$ cat src/rtl/p4_wrapper_pkg.sv
// Shared defaults and helpers for the P4 wrapper blocks.
// Holds parameter defaults and a constant clog2.
package p4_wrapper_pkg;

  localparam int TUSER_WIDTH_DEF = 128;
  localparam int DEPTH_DEF       = 16;
  localparam int CNT_WIDTH_DEF   = 32;

  function automatic int clog2(input int v);
    int r;
    r = 0;
    while ((1 << r) < v) r++;
    return r;
  endfunction

endpackage

$ cat src/rtl/meta_fifo.sv
// First-word-fall-through metadata FIFO.
// Caller qualifies push/pop; head shows combinationally.
module meta_fifo
  import p4_wrapper_pkg::*;
#(
  parameter int W     = TUSER_WIDTH_DEF,
  parameter int DEPTH = DEPTH_DEF
) (
  input  logic                        clk_i,
  input  logic                        rst_i,
  input  logic                        push_i,
  input  logic                        pop_i,
  input  logic [W-1:0]                wdata_i,
  output logic [W-1:0]                rdata_o,
  output logic                        full_o,
  output logic                        empty_o,
  output logic [clog2(DEPTH+1)-1:0]   level_o
);

  localparam int PW = clog2(DEPTH);
  localparam int LW = clog2(DEPTH + 1);

  logic [W-1:0]  mem_q [DEPTH];
  logic [PW-1:0] wptr_q;
  logic [PW-1:0] rptr_q;
  logic [LW-1:0] level_q;
  logic [LW-1:0] level_d;

  // Occupancy follows the net of accepted push and pop
  always_comb begin
    level_d = level_q;
    unique case ({push_i, pop_i})
      2'b10:   level_d = level_q + LW'(1);
      2'b01:   level_d = level_q - LW'(1);
      default: level_d = level_q;
    endcase
  end

  // Storage is plain RAM, deliberately left out of reset
  always_ff @(posedge clk_i) begin
    if (push_i) mem_q[wptr_q] <= wdata_i;
  end

  // Pointers wrap naturally at the power-of-two depth
  always_ff @(posedge clk_i or posedge rst_i) begin
    if (rst_i) begin
      wptr_q  <= '0;
      rptr_q  <= '0;
      level_q <= '0;
    end else begin
      if (push_i) wptr_q <= wptr_q + PW'(1);
      if (pop_i)  rptr_q <= rptr_q + PW'(1);
      level_q <= level_d;
    end
  end

  assign rdata_o = mem_q[rptr_q];
  assign full_o  = (level_q == LW'(DEPTH));
  assign empty_o = (level_q == '0);
  assign level_o = level_q;

endmodule

$ cat src/rtl/tuser_pkt_align.sv
// Aligns per-packet TUSER from the input side to the output side.
// Tracks SOP on both taps, drives holds, counters and error flags.
module tuser_pkt_align
  import p4_wrapper_pkg::*;
#(
  parameter int TUSER_WIDTH   = TUSER_WIDTH_DEF,
  parameter int DEPTH         = DEPTH_DEF,
  parameter int CNT_WIDTH     = CNT_WIDTH_DEF,
  parameter int HOLD_ON_EMPTY = 1
) (
  input  logic                      axis_aclk,
  input  logic                      axis_rst,
  input  logic                      in_tvalid,
  input  logic                      in_tready,
  input  logic                      in_tlast,
  input  logic [TUSER_WIDTH-1:0]    in_tuser,
  output logic                      in_hold,
  input  logic                      out_tvalid,
  input  logic                      out_tready,
  input  logic                      out_tlast,
  output logic [TUSER_WIDTH-1:0]    out_tuser,
  output logic                      out_hold,
  output logic [clog2(DEPTH+1)-1:0] level,
  output logic [CNT_WIDTH-1:0]      pkt_in_cnt,
  output logic [CNT_WIDTH-1:0]      pkt_out_cnt,
  output logic                      err_overflow,
  output logic                      err_underflow
);

  logic                   in_sop_q;
  logic                   out_sop_q;
  logic                   skip_q;
  logic [CNT_WIDTH-1:0]   in_cnt_q;
  logic [CNT_WIDTH-1:0]   out_cnt_q;
  logic                   ovf_q;
  logic                   udf_q;

  logic                   in_hs;
  logic                   out_hs;
  logic                   push_req;
  logic                   push;
  logic                   pop;
  logic                   ovf_ev;
  logic                   udf_ev;
  logic                   cur_skip;
  logic                   full;
  logic                   empty;
  logic [TUSER_WIDTH-1:0] head;

  assign in_hs    = in_tvalid & in_tready;
  assign out_hs   = out_tvalid & out_tready;
  assign push_req = in_hs & in_sop_q;
  // A pop in the same cycle frees the slot, so full is not an overflow then
  assign push     = push_req & (~full | pop);
  assign ovf_ev   = push_req & full & ~pop;
  // A packet that started on an empty FIFO owns no entry
  assign cur_skip = out_sop_q ? empty : skip_q;
  assign pop      = out_hs & out_tlast & ~empty & ~cur_skip;
  assign udf_ev   = out_hs & out_sop_q & empty;

  meta_fifo #(
    .W     (TUSER_WIDTH),
    .DEPTH (DEPTH)
  ) u_fifo (
    .clk_i   (axis_aclk),
    .rst_i   (axis_rst),
    .push_i  (push),
    .pop_i   (pop),
    .wdata_i (in_tuser),
    .rdata_o (head),
    .full_o  (full),
    .empty_o (empty),
    .level_o (level)
  );

  // SOP tracking, skip marker, counters and sticky error flags
  always_ff @(posedge axis_aclk or posedge axis_rst) begin
    if (axis_rst) begin
      in_sop_q  <= 1'b1;
      out_sop_q <= 1'b1;
      skip_q    <= 1'b0;
      in_cnt_q  <= '0;
      out_cnt_q <= '0;
      ovf_q     <= 1'b0;
      udf_q     <= 1'b0;
    end else begin
      if (in_hs)  in_sop_q  <= in_tlast;
      if (out_hs) out_sop_q <= out_tlast;
      if (out_hs && out_sop_q) skip_q <= empty;
      if (push)   in_cnt_q  <= in_cnt_q + CNT_WIDTH'(1);
      if (pop)    out_cnt_q <= out_cnt_q + CNT_WIDTH'(1);
      if (ovf_ev) ovf_q     <= 1'b1;
      if (udf_ev) udf_q     <= 1'b1;
    end
  end

  assign in_hold       = full & in_sop_q;
  assign out_hold      = (HOLD_ON_EMPTY != 0) & empty & out_sop_q;
  assign out_tuser     = empty ? '0 : head;
  assign pkt_in_cnt    = in_cnt_q;
  assign pkt_out_cnt   = out_cnt_q;
  assign err_overflow  = ovf_q;
  assign err_underflow = udf_q;

endmodule

$ cat config.mk
export PLATFORM = sky130hd
export DESIGN_NAME = tuser_pkt_align
export DESIGN_NICKNAME = d
export VERILOG_FILES = /design/src/rtl/p4_wrapper_pkg.sv /design/src/rtl/meta_fifo.sv /design/src/rtl/tuser_pkt_align.sv
export SDC_FILE = /design/constraint.sdc
export NUM_CORES = 2
export LEC_CHECK = 0
export BUFFER_PORTS_ARGS = -buffer_cell sky130_fd_sc_hd__clkbuf_2
export CORE_ASPECT_RATIO = 0.7
export CORE_MARGIN = 2
export CORE_UTILIZATION = 45
export CTS_CLUSTER_DIAMETER = 50
export CTS_CLUSTER_SIZE = 25
export DETAILED_ROUTE_END_ITERATION = 10
export HOLD_SLACK_MARGIN = 0.06
export MAX_ROUTING_LAYER = met4
export PLACE_DENSITY_LB_ADDON = 0.1
export REMOVE_ABC_BUFFERS = 1
export SLEW_MARGIN = 25
export SYNTH_ARGS = -nofsm -noshare
export SYNTH_HDL_FRONTEND = slang
export SYNTH_SLANG_ARGS = --single-unit
$ cat constraint.sdc
create_clock -name axis_aclk -period 15.12 [get_ports axis_aclk]
set_clock_uncertainty 0.1 [all_clocks]
set_input_delay 3.024 -clock axis_aclk [delete_from_list [all_inputs] [get_ports axis_aclk]]
set_output_delay 3.024 -clock axis_aclk [all_outputs]
set_load 0.05 [all_outputs]
# Yosys cells after proc, flatten, opt, wreduce, memory -nomap -nowiden
# Memories as Yosys holds them, arrays and structs flattened.
# Index checks and enable logic that the tools add are counted.
dict set report totals {
  reg_bits 82
  mem_bits_rw 2048
  input_bits 136
  output_inout_bits 201
  elab_cells 46
  n_memories 1
}
# name depth width rd rd_clocked_by_memory_dff write_ports line_no
set memory_table {}
lappend memory_table {u_fifo.mem_q 16 128 1 0 1 meta_fifo.sv:23} ;# logic [W-1:0] mem_q [DEPTH];
dict set report op_classes {
  add_sub_neg 6
  eq_ne 3
  n_mux 5
  n_bitwise 18
  reduce_logical 3
}
# operator n
set ops {}
lappend ops {{128-bit 2-to-1 mux} 1}
lappend ops {{32-bit by 1-bit adder with 32-bit output (second input constant)} 2}
lappend ops {{1-bit AND} 13}
lappend ops {{5-bit case mux with 2 select lines} 1}
lappend ops {{4-bit by 1-bit adder with 4-bit output (second input constant)} 2}
lappend ops {{5-bit by 1-bit adder with 5-bit output (second input constant)} 1}
lappend ops {{5-bit == test (second input constant)} 1}
lappend ops {{5-bit logical NOT} 1}
lappend ops {{5-bit by 1-bit subtractor with 5-bit output (second input constant)} 1}
lappend ops {{1-bit NOT} 4}
lappend ops {{1-bit 2-to-1 mux} 3}
lappend ops {{2-bit by 1-bit == test with 1-bit output (second input constant)} 1}
lappend ops {{2-bit == test (second input constant)} 1}
lappend ops {{2-bit nonzero test} 1}
lappend ops {{1-bit logical AND} 1}
lappend ops {{1-bit bitwise OR} 1}

# Longest topological paths before layout
dict set report depth {
  depth_word 8
  depth_mapped 10
  mapped_depth_nobuf 9
}

# By module
# Synthesis repeated with hierarchy kept, for this count alone.
dict set report unflattened {
  hier_cells 3643
  hier_area_um2 81126.6
}
# mod instances cells_each area_each_um2
set modules_own_cells {}
lappend modules_own_cells {meta_fifo 1 3225 77174.0}
lappend modules_own_cells {tuser_pkt_align 1 418 3952.5}

# Worst setup path after synthesis
# No wires, ideal clock.
dict set report synth_timing {
  kind {in2reg}
  start {input port out_tvalid}
  end {memory u_fifo.mem_q[0][0] (netlist name) (enable)}
  setup_time_ns 0.772
  arrival_ns 12.467
  required_time_ns 14.248
  setup_slack_ns 1.781
  stages 6
  n_path_buf 1
  path_cell_list {and3_1 > a211oi_2 > nor2_1 > buf_2 > nand2_1 > nor3_1}
}
dict set report synth_between {
  elab_chain_len 8
}
# element line_no
set synth_lines {}
lappend synth_lines {{start: declaration} tuser_pkt_align.sv:18} ;# input logic out_tvalid,
lappend synth_lines {{1-bit AND} tuser_pkt_align.sv:51} ;# assign out_hs = out_tvalid & out_tready;
lappend synth_lines {{1-bit AND (3 in a row)} tuser_pkt_align.sv:58} ;# assign pop = out_hs & out_tlast & ~empty & ~cur_skip;
lappend synth_lines {{1-bit bitwise OR} tuser_pkt_align.sv:54} ;# assign push = push_req & (~full | pop);
lappend synth_lines {{1-bit AND} tuser_pkt_align.sv:54}
lappend synth_lines {{1-bit 2-to-1 mux} meta_fifo.sv:41} ;# if (push_i) mem_q[wptr_q] <= wdata_i;
lappend synth_lines {{1-bit 2-to-1 mux (not written as such)} meta_fifo.sv:41}
lappend synth_lines {{end: declaration} meta_fifo.sv:23}
# Every way passes these cells.

# Worst setup path in the final report
dict set report layout_timing {
  start {register u_fifo.rptr_q[0]}
  end {output port out_tuser[8]}
}
dict set report layout_between {
  elab_chain_len 2
}
# element line_no
set layout_lines {}
lappend layout_lines {{start: declaration} meta_fifo.sv:25} ;# logic [PW-1:0] rptr_q;
lappend layout_lines {{start signal: assignment} meta_fifo.sv:52} ;# if (pop_i) rptr_q <= rptr_q + PW'(1);
lappend layout_lines {{memory read 16 x 128 bit} n/a}
lappend layout_lines {{128-bit 2-to-1 mux} tuser_pkt_align.sv:99} ;# assign out_tuser = empty ? '0 : head;
lappend layout_lines {{end: declaration} tuser_pkt_align.sv:21} ;# output logic [TUSER_WIDTH-1:0] out_tuser,
# Every way passes these cells.

==> results.py <==
metrics = {
    "timing": {
        "setup_tns_ps": 0,
        "final_max_slew_viol_count": 0,
        "fin_crit_ps": 8820,
        "hold_slack_ps": 370,
        "final.period_utilization_pct": 58.3,
        "worst_pin_slew_ps": 1110,
        "clock.fmax_mhz": 113,
        "rsz0062_at_grt": "false",
        "setup_violations": 0,
        "maxSlewHeadroom_pct": 26.2,
        "hold_violations": 0,
    },
    "synthesis": {
        "synthFlopType": "edfxtp_1",
        "ys_ff_latch": 2130,
        "synth.distinct_cells": 44,
        "postSynthAreaPerCell_um2": 24.2,
        "ys_warn_count": 0,
        "synth_edf_count": 2048,
        "async_reset_ff_share_pct": 3.85,
        "syn_area_um2": 81500,
        "synthCells": 3362,
        "yosysSeqAreaShare_pct": 78.0,
    },
    "place": {
        "dpl.hpwl_um": 93000,
        "routabilityCongestion": 0.761,
        "io_buffers": 336,
        "dp_cells": 5976,
    },
    "drt": {
        "drc": 0,
        "ant_nets": 0,
        "routed_wl_um": 192000,
        "avgViaCountPerCell": 5.81,
        "drt_iter0_markers": 3495,
        "vias": 36439,
        "post_drt_wl_per_cell_um": 30.6,
        "dr.pass1.iters": 7,
    },
    "setup_path": {
        "worst_ep_arrival_time_ps": 5690,
        "required_ps": 12000,
        "critPathKind": "reg2out",
        "cp_max_fo": 39,
        "cp-start-kind": "register",
        "rrSetupSlack_ps": 10210,
        "cp-end-kind": "output pin",
    },
    "clock_network": {
        "clkLatencyLatePin_ps": 780,
        "htree_levels": 4,
        "clkTransAtPathRegs_ps": 80,
        "post_cts_resized": 0,
        "cts_inserted_buffers": 149,
        "clock-sinks": 2130,
        "ctsHoldBuffers": 0,
        "cts_setup_buffers": 0,
        "clockRootBuffer": "clkbuf_16",
        "cts_tree": "built",
        "clock_path_buffers": 3,
    },
    "final_layout": {
        "layout.nets": 3896,
        "area_growth_syn_to_layout_pct": 12.3,
        "final_cells": 6272,
        "layout-drive-gt1-share_pct": 34.5,
        "final_cell_mix": "edfxtp_1, mux4_2, clkbuf_2",
        "layout_commonest_cell": "edfxtp_1",
    },
    "outcome": {
        "outcome": "finished, final reports clean",
    },
    "global_routing": {
        "grtUsageTotal_pct": 21.5,
        "first_global_vias": 37458,
        "antenna_found_initial": 30,
        "grt_overflow": 0,
        "grt_max_degree": 156,
        "grt_pass1_wl_um": 277000,
    },
    "floorplanning": {
        "core-area_um2": 180000,
        "dieArea_um2": 185000,
        "die_h_um": 360,
        "die_w_um": 513,
        "ios": 337,
        "start_util_pct": 45.3,
        "rows": 130,
    },
    "power": {
        "intPower_w": 0.0110,
        "leakage_nw": 28.8,
        "pwr-share-seq_pct": 41.0,
        "combinationalPowerShare_pct": 32.5,
        "p_clk_share_pct": 26.5,
        "switching_share_pct": 34.0,
        "power.switching_w": 0.00564,
        "power_density_nw_per_um2": 181,
        "peakVddDrop_mv": 0.197,
    },
    "hold_path": {
        "hp-class": "reg2reg",
    },
    "job": {
        "maxCapViolations": 0,
    },
}
==> power by group through the flow <==
stage / sequential (W) / clock [W] / combinational [W]
after detailed placement: 0.00694 / 0 / 0.00553
after CTS: 0.00681 / 0.00452 / 0.00554
final: 0.00680 / 0.00439 / 0.00540
after floorplan: 0.00742 / 0 / 0.00532
after global routing: 0.00683 / 0.00474 / 0.00572
after global placement: 0.00694 / 0 / 0.00552
==> kinds of logic after synthesis <==
group	share of synthesized area, %
buffers and inverters	1.10
AOI/OAI and AO/OA	0.166
xor gates and xnor gates	0.774
adders and majority gates	0.138
muxes	17.7
DFF	78.0
and+or+nand+nor	2.09
==> sequential cells by signal, summed over array words and instances (netlist names) <==
signal	count
err_overflow	1
err_underflow	1
in_sop_q	1
out_sop_q	1
pkt_in_cnt	32
pkt_out_cnt	32
skip_q	1
u_fifo.level_o	5
u_fifo.mem_q	2048
u_fifo.rptr_q	4
u_fifo.wptr_q	4
==> synth_stat cells, drive strengths merged, types with 3 or more instances <==
cell | instances | area [um^2]
xnor2 | 47 | 412
nand2b | 3 | 18.8
a21oi | 3 | 15.0
mux4 | 640 | 14400
edfxtp | 2048 | 61500
nor3 | 21 | 105
and3 | 13 | 81.3
nand2 | 45 | 169
nand4 | 20 | 125
buf | 94 | 579
dfrtp | 80 | 2000
inv | 11 | 41.3
xor2 | 25 | 219
clkbuf | 74 | 278
nor2 | 36 | 138
nand3 | 28 | 140
o21ai | 3 | 15.0
and2 | 132 | 826
ha | 9 | 113
mux2 | 3 | 33.8
nor4 | 8 | 56.3
==> final cells by class <==
| class | count | area (um^2) |
|---|---|---|
| Antenna cell | 23 | 57.6 |
| Sequential cell | 2130 | 63600 |
| Inverter | 11 | 42.5 |
| Tap cell | 2376 | 2970 |
| Clock inverter | 116 | 1440 |
| Multi-Input combinational cell | 1053 | 17200 |
| Fill cell | 14032 | 88300 |
| Timing Repair Buffer | 406 | 2380 |
| Clock buffer | 157 | 3860 |
==> worst paths after layout <==
check / startpoint / endpoint / depth (start not counted)
max in group asynchronous: axis_rst / u_fifo.rptr_q[0] / 3
max reg2reg: out_sop_q / u_fifo.mem_q[13][15] / 9
min reg2reg: pkt_in_cnt[31] / pkt_in_cnt[31] / 1
min: pkt_in_cnt[31] / pkt_in_cnt[31] / 1
min in group asynchronous: axis_rst / pkt_out_cnt[16] / 2
max: u_fifo.rptr_q[0] / out_tuser[8] / 7
==> layer usage <==
layer / track usage, % / up-vias / share of wire [%]
li1: - / 15117 / -
met1: 30.3 / 20141 / 45
met2: 33.3 / 948 / 48
met3: 3.59 / 233 / 5.0
met4: 4.64 / 0 / 2.0
met5: - / - / 0
==> per-stage QoR <==
stage	util [%]	power (W)	area (um^2)	worst slack, ps
floorplan	-	0.0127	80600	-9080
global placement	47.9	0.0125	86100	6970
detailed placement	47.9	0.0125	86100	6920
CTS	50.9	0.0169	91400	6040
global route	50.9	0.0173	91500	5780
finish	50.9	0.0166	91500	6300
==> worst max-delay path, stage by stage (launching register included) <==
cell	delay [ps]
dfrtp_4	1080
buf_4	760
buf_4	620
buf_4	750
mux4_2	590
mux4_2	550
and2_1	190
clkbuf_2	230
Power figures use the tool's default switching activity.
